**src/rtl/mips_run_monitor.sv**
```systemverilog
// Run controller and writeback monitor for the pipelined mips core: reset sequencing, run gating,
// cycle/retire counting and a FWFT writeback-record FIFO. Define MIPS_RUN_MON_CYCLE_LIMIT_EN to enforce CYCLE_LIMIT.
module mips_run_monitor #(
    parameter int unsigned DEPTH        = 8,
    parameter int unsigned RST_CYCLES   = 4,
    parameter int unsigned CYCLE_LIMIT  = 10000,
    parameter logic [31:0] HALT_PC      = 32'h0000_3000,
    parameter bit          DROP_ON_FULL = 1'b0
) (
    input  logic        clk,
    input  logic        reset,
    output logic        cpu_reset,
    output logic        cpu_run,
    input  logic        wb_en,
    input  logic [31:0] wb_pc,
    input  logic [4:0]  wb_addr,
    input  logic [31:0] wb_data,
    output logic        rec_valid,
    input  logic        rec_ready,
    output logic [31:0] rec_pc,
    output logic [4:0]  rec_addr,
    output logic [31:0] rec_data,
    output logic [31:0] cycle_cnt,
    output logic [31:0] retire_cnt,
    output logic        done,
    output logic        overflow
);
    // state  | meaning
    // S_HOLD | core held in reset while the hold counter runs
    // S_RUN  | core released; counting cycles and writebacks
    // S_DONE | run finished on halt PC or cycle limit; FIFO still drainable

    localparam int unsigned AW = $clog2(DEPTH);
    localparam int unsigned PW = AW + 1;
    localparam int unsigned HW = $clog2(RST_CYCLES + 1);

    if (DEPTH < 2 || (DEPTH & (DEPTH - 1)) != 0 || RST_CYCLES < 1 || CYCLE_LIMIT < 1) begin : g_param_check
        $error("mips_run_monitor: illegal parameter set");
    end

    typedef enum logic [1:0] {
        S_HOLD,
        S_RUN,
        S_DONE
    } state_t;

    typedef struct packed {
        logic [31:0] pc;
        logic [4:0]  addr;
        logic [31:0] data;
    } rec_t;

    state_t        state;
    logic [HW-1:0] hold_cnt;
    rec_t          mem [DEPTH];
    rec_t          head;
    logic [PW-1:0] wr_ptr;
    logic [PW-1:0] rd_ptr;
    logic          full;
    logic          empty;
    logic          accept;
    logic          recordable;
    logic          push;
    logic          pop;
    logic          drop;
    logic          halt_hit;
    logic          limit_hit;
    logic [31:0]   cycle_next;

    assign empty = (wr_ptr == rd_ptr);
    assign full  = (wr_ptr[AW] != rd_ptr[AW]) && (wr_ptr[AW-1:0] == rd_ptr[AW-1:0]);

    // Evaluated on the pre-pop occupancy, so a full FIFO stalls the core even in a cycle that pops.
    assign cpu_run    = (state == S_RUN) && (DROP_ON_FULL || !full);
    assign accept     = wb_en && cpu_run;
    assign recordable = accept && (wb_addr != 5'd0);
    assign push       = recordable && !full;
    // Only reachable when DROP_ON_FULL lets the core run into a full FIFO.
    assign drop       = recordable && full;
    assign rec_valid  = !empty;
    assign pop        = rec_valid && rec_ready;

    assign cycle_next = cycle_cnt + 32'd1;
    assign halt_hit   = accept && (wb_pc == HALT_PC);

`ifdef MIPS_RUN_MON_CYCLE_LIMIT_EN
    assign limit_hit = (cycle_next == 32'(CYCLE_LIMIT));
`else
    assign limit_hit = 1'b0;
`endif

    assign cpu_reset = (state == S_HOLD);
    assign done      = (state == S_DONE);

    // Head fields read as zero while empty so the port is clean after reset.
    assign head     = mem[rd_ptr[AW-1:0]];
    assign rec_pc   = rec_valid ? head.pc   : 32'd0;
    assign rec_addr = rec_valid ? head.addr : 5'd0;
    assign rec_data = rec_valid ? head.data : 32'd0;

    always_ff @(posedge clk) begin
        if (reset) begin
            state      <= S_HOLD;
            hold_cnt   <= '0;
            cycle_cnt  <= '0;
            retire_cnt <= '0;
            wr_ptr     <= '0;
            rd_ptr     <= '0;
            overflow   <= 1'b0;
        end else begin
            case (state)
                S_HOLD: begin
                    if (hold_cnt == HW'(RST_CYCLES - 1)) begin
                        state <= S_RUN;
                    end else begin
                        hold_cnt <= hold_cnt + HW'(1);
                    end
                end
                S_RUN: begin
                    cycle_cnt <= cycle_next;
                    if (halt_hit || limit_hit) begin
                        state <= S_DONE;
                    end
                end
                S_DONE: state <= S_DONE;
                default: state <= S_HOLD;
            endcase

            if (accept) begin
                retire_cnt <= retire_cnt + 32'd1;
            end
            if (push) begin
                wr_ptr <= wr_ptr + PW'(1);
            end
            if (pop) begin
                rd_ptr <= rd_ptr + PW'(1);
            end
            if (drop) begin
                overflow <= 1'b1;
            end
        end
    end

    always_ff @(posedge clk) begin
        if (push) begin
            mem[wr_ptr[AW-1:0]] <= {wb_pc, wb_addr, wb_data};
        end
    end

endmodule

```
**config.mk**
```make
export PLATFORM = sky130hd
export DESIGN_NAME = mips_run_monitor
export DESIGN_NICKNAME = d
export VERILOG_FILES = /design/src/rtl/mips_run_monitor.sv
export SDC_FILE = /design/constraint.sdc
export NUM_CORES = 1
export LEC_CHECK = 0
export ABC_AREA = 1
export CAP_MARGIN = 25
export CORE_MARGIN = 1
export CORE_UTILIZATION = 30
export CTS_CLUSTER_SIZE = 28
export DETAILED_ROUTE_END_ITERATION = 8
export PLACE_DENSITY = 0.45
export SYNTH_ARGS = -nofsm -noshare
export SYNTH_HDL_FRONTEND = slang
export SYNTH_SLANG_ARGS = --single-unit
```
**constraint.sdc**
```tcl
create_clock -name clk -period 12 [get_ports clk]
set_clock_uncertainty 0.2 [all_clocks]
set_input_delay 2.4 -clock clk [delete_from_list [all_inputs] [get_ports clk]]
set_output_delay 2.4 -clock clk [all_outputs]
set_load 0.01 [all_outputs]
```
Word level (Yosys, flattened, before mapping)
Memory sizes are Yosys's and may differ from the RTL's. A register that Yosys moved wholly into a read port is not among the register bits.
Cells that the tools add are included.
{"block": "word_totals", "ram_bits": 552, "elab_cells": 47, "regBits": 78, "input_bits": 73, "mem_count": 1, "output_inout_bits": 138}
{"block": "op_classes", "muxes": 10, "n_addsub": 5, "eq_ne": 9, "reduce_logical": 14, "bitwise_logic": 1}
{"memory": "mem", "words": 8, "word_bits": 69, "read_ports": 1, "rd_ports_with_merged_regs": 1, "write_ports": 1, "line": "55", "text": "rec_t mem [DEPTH];"}
{"cell": "32-bit by 1-bit adder with 32-bit output (second input constant)", "n": 2}
{"cell": "32-bit 2-to-1 mux", "n": 2}
{"cell": "32-bit by 14-bit == test with 1-bit output (second input constant)", "n": 1}
{"cell": "4-bit by 1-bit adder with 4-bit output (second input constant)", "n": 2}
{"cell": "1-bit logical AND", "n": 8}
{"cell": "3-bit 2-to-1 mux", "n": 2}
{"cell": "2-bit one-hot mux with 3 select lines", "n": 1}
{"cell": "5-bit 2-to-1 mux", "n": 1}
{"cell": "5-bit nonzero test", "n": 1}
{"cell": "4-bit == test", "n": 1}
{"cell": "2-bit 2-to-1 mux", "n": 2}
{"cell": "2-bit AND reduction", "n": 2}
{"cell": "3-bit by 1-bit adder with 3-bit output (second input constant)", "n": 1}
{"cell": "3-bit by 2-bit == test with 1-bit output (second input constant)", "n": 1}
{"cell": "3-bit == test", "n": 1}
{"cell": "2-bit by 1-bit == test with 1-bit output (second input constant)", "n": 1}
{"cell": "2-bit == test (second input constant)", "n": 1}
{"cell": "1-bit logical NOT", "n": 2}
{"cell": "2-bit logical NOT", "n": 1}
{"cell": "1-bit 2-to-1 mux", "n": 2}
{"cell": "2-bit by 1-bit inequality test with 1-bit output (second input constant)", "n": 1}
{"cell": "2-bit inequality test (second input constant)", "n": 1}
{"cell": "1-bit inequality test", "n": 1}
{"cell": "1-bit inverter", "n": 1}

Depth between registers and ports, before layout
{"block": "logic_depth", "word_depth": 9, "ltp_mapped": 13, "depth_no_buf": 13}

Worst setup path after synthesis
OpenSTA, ideal clock, no wires.
{"block": "synth_timing", "path_type": "input-to-reg", "start": "input port wb_addr[1]", "end": "memory mem[6][0] (netlist bit), enable pin", "arrival_ns": 9.305, "path_buffers": 0, "t_required_ns": 11.134, "path_stages": 5, "setup_time_ns": 0.666, "setup_slack_ns": 1.829, "cell_sequence": "or2_2 nor2_1 nor2_4 inv_2 nor4_1"}
{"block": "synth_via", "elab_chain_len": 5}
{"element": "start: declaration", "line": "16", "text": "input logic [4:0] wb_addr,"}
{"element": "5-bit nonzero test", "line": "76", "text": "assign recordable = accept && (wb_addr != 5'd0);"}
{"element": "1-bit logical AND", "line": "76"}
{"element": "1-bit logical AND", "line": "77", "text": "assign push = recordable && !full;"}
{"element": "1-bit 2-to-1 mux", "line": "145", "text": "if (push) begin"}
{"element": "1-bit 2-to-1 mux (not written as such)", "line": "146", "text": "mem[wr_ptr[AW-1:0]] <= {wb_pc, wb_addr, wb_data};"}
{"element": "end: declaration", "line": "55"}
No other way between the ends.

==> key figures <==
Finish
  • Nets: approximately 2,500
  • Share of cells above drive strength 1: under 10%
  • Fillers: approximately 8,300
  • Area Overhead vs Synth: 21.78%
  • # diodes: 0

Synth
  • Simple-gate share of the synthesized area: about an eighth
  • Syn nets: 2,335
  • Post-synthesis async set-or-reset flop share: 0%
  • Top FF cell, synth: edfxtp_1
  • Yosys warning total: 0
  • Synth Cell Area: about 0.026 mm²
  • Netlist cell types: between 40 and 50
  • Post-synthesis mux area share: 0%
  • Synth Area in Compound Gates: 12.01%
  • Sequential share of the synthesized area: a little under three quarters
  • Largest family of logic cells by synthesized area: simple AND/OR/NAND/NOR gates
  • Avg Inst Size Synth: 11.39 µm²
  • Post-synthesis adder-cell area fraction: less than 1%
  • Post-synthesis register bit count: around 630
  • Post-Synth XOR/XNOR Area: 0.6487%
  • Number of synthesized flops with an enable pin: approximately 550
  • Mapped Cells: approximately 2,300

Pwr
  • PD cells: between 200 and 250 mW/mm²
  • Total chip power: 6.683 mW
  • VDD IR max: between 100 and 150 µV
  • Lkg Pwr: around 10 nW

Floorplan
  • Rows: 106
  • Starting density of the core: 30.51%
  • IO Count: roughly 210
  • Die ar.: approximately 0.087 mm²
  • Die Wd: between 200 and 300 µm
  • Die H: 294.4 µm
  • Core area: 0.08409 mm²

Critical path
  • FF-to-FF path depth: 8
  • RR Startpoint: state[1]
  • R2r setup slk: about 7.7 ns
  • Crit-path max FO: between 80 and 90
  • Critical path required time: 9.40 ns
  • CP Launch Type: flop
  • Setup Crit Path Kind: flop to primary output
  • Critical path data arrival time: between 4 and 5 ns
  • Worst flop-to-flop path endpoint: mem[0][52]
  • Worst setup EP type: primary output

Clock network
  • H-Tree Depth: 3
  • Worst skew pair latency: 0.60 ns
  • CTS Sinks: around 630
  • Post-CTS Hold Buffers: 0
  • Worst-path clk slew: roughly 0.060 ns
  • Root Driver: clkbuf_16
  • Num CTS Buffers: 73
  • PostCTS Resize Cnt: 0
  • CTS tree: done
  • Setup repair bufs after CTS: 0
  • Clock Path Buffers: 3

Timing
  • Unrepaired setup endpoints after global routing: no
  • Final setup vio count: 0
  • Slew HR: between 30% and 40%
  • Max Slew Vio Count: 0
  • Final Hold Vio Count: 0
  • Max Clk Rate: between 0.1 and 0.15 GHz
  • Slew @ Worst Pin: about 1 ns
  • Post-route minimum period: 6.962 ns
  • Final Cycle Share: 58.01%
  • Setup_tns: 0 ns

Global routing
  • GR Util All Layers: about 16%
  • First-pass GRT wire length: approximately 110 mm
  • Antenna violations before repair: 4
  • Vias in the first global route: 17,280
  • Largest net degree at the start of global routing: roughly 130
  • Total gr overflow: 0

Placement
  • Port Buffers: between 200 and 250
  • Post-detail-place hpwl: between 30 and 40 mm
  • GPL Wtd Cong: between 0.8 and 0.9

Route
  • Post-DR wirelength/cell: between 15 and 20 µm
  • Detailed Route WL: a little over 70 mm
  • First DRT Iteration DRCs: approximately 1,200
  • Routed Antenna Nets: 0
  • Remaining DRCs: 0
  • Drt pass-1 iters: 5
  • Vias per cell: approximately 4.9
  • Via count: 17,620

Hold path
  • Hold path startpoint: overflow
  • Hold path endpoint: overflow
  • Worst hold path type: flop to flop
  • Worst hold path depth: 2

Job
  • Max_cap viols: 0

Outcome
  • Status: finished, final reports clean
==> worst max-delay path by stage <==
stage / cells after the start / startpoint / endpoint
finish: 7 / flop / rec_data[30]
global placement: 7 / flop / rec_data[30]
global route: 7 / flop / rec_pc[5]
floorplan: 5 / wb_addr[1] / mem[6][0]
detailed placement: 7 / flop / rec_data[30]
CTS: 7 / flop / rec_data[30]
==> cells in the mapped netlist (2+ instances only) <==
library cell  instances  area (µm²)
o22ai_1              69       431.7
buf_2                38       190.2
o21ai_1              15       75.07
buf_4                 2       15.01
nor2_4                2       22.52
nor2_2                6       37.54
o21a_1                5       37.54
o21bai_1              2       15.01
ha_1                  9       112.6
buf_1                 9       33.78
xnor2_1               7       61.31
inv_2                 5       18.77
nor3_1               21       105.1
nor2_1              538        2019
xor2_1               12       105.1
a21oi_1              54       270.3
clkbuf_1             73       274.0
a21boi_0              2       15.01
nor4_1                2       12.51
o21ai_0             358        1792
nand4_1              21       131.4
and3_1                2       12.51
dfxtp_1              81        1622
a31oi_1              71       444.2
inv_1                75       281.5
nor3b_1               4       30.03
nand2_1             172       645.6
nand3b_1              2       15.01
clkbuf_2              5       25.02
edfxtp_1            552       16580
nand3_1              29       145.1
==> power breakdown <==
part / total (mW) / switching, mW / internal, mW
Sequential: 2.51 / 0.0583 / 2.45
Combinational: 2.01 / 1.27 / 0.741
Clock: 2.16 / 0.894 / 1.27
Total: 6.68 / 2.22 / 4.46
==> critical path, cell delays in order, from the launching register on <==
cell	delay [ns]
dfxtp_4	0.65
buf_4	0.77
buf_4	0.85
o21ai_0	0.21
o22ai_1	0.20
o21ai_0	0.09
a31oi_1	0.29
clkdlybuf4s50_1	0.59
==> per-stage QoR <==
stage	util [%]	hold WS [ns]	worst slack, ns	std cells	cell area (µm²)
after detailed placement	34.39	0.2189	5.574	3495	28920
after floorplan	-	0.2432	1.829	2253	25650
final	37.16	0.2286	5.038	3628	31240
after CTS	37.16	0.2295	4.919	3628	31240
after global routing	37.16	0.2676	4.713	3628	31240
after global placement	34.36	0.2118	5.577	3494	28890
==> layer usage <==
| layer | vias to the layer above | global-route usage [%] | part of all wire, % |
|---|---|---|---|
| met5 | - | 0 | 0.063 |
| met4 | 6 | 4.357 | 2.2 |
| met3 | 104 | 2.873 | 4.4 |
| met2 | 348 | 27.43 | 48 |
| met1 | 8733 | 22.09 | 46 |
| li1 | 8431 | - | - |
==> registers in the layout, indices dropped and copies added (netlist names), named ones only <==
signal / count
state: 2
rd_ptr: 4
wr_ptr: 4
retire_cnt: 32
cycle_cnt: 32
mem: 552
hold_cnt: 3
overflow: 1
==> kinds of logic after synthesis <==
family                   Yosys count
AND/OR/NAND/NOR                  809
XOR/XNOR                          19
flip-flops                       633
buffers and inverters            207
AO/OA/AOI/OAI                    576
adder cells (fa/ha/maj)            9
==> cells in the final DEF (no fill, tap or decap), types with 29 or more instances in the layout <==
| cell type | instances |
|---|---|
| edfxtp_1 | 552 |
| nor2_1 | 534 |
| o21ai_0 | 358 |
| clkdlybuf4s50_1 | 210 |
| nand2_1 | 172 |
| dfxtp_1 | 79 |
| clkbuf_16 | 74 |
| inv_1 | 73 |
| a31oi_1 | 71 |
| o22ai_1 | 69 |
| a21oi_1 | 54 |
| nand3_1 | 29 |
==> final cells by class <==
type | instances | area, µm² | share of cell area, %
Sequential cell | 633 | 18210 | 58.27
Multi-Input combinational cell | 1413 | 6673 | 21.36
Timing Repair Buffer | 235 | 2310 | 7.393
Clock buffer | 86 | 1897 | 6.071
Tap cell | 1134 | 1419 | 4.541
Clock inverter | 47 | 426.7 | 1.366
Inverter | 80 | 312.8 | 1.001
No activity file was read; power rests on OpenSTA's default activity.
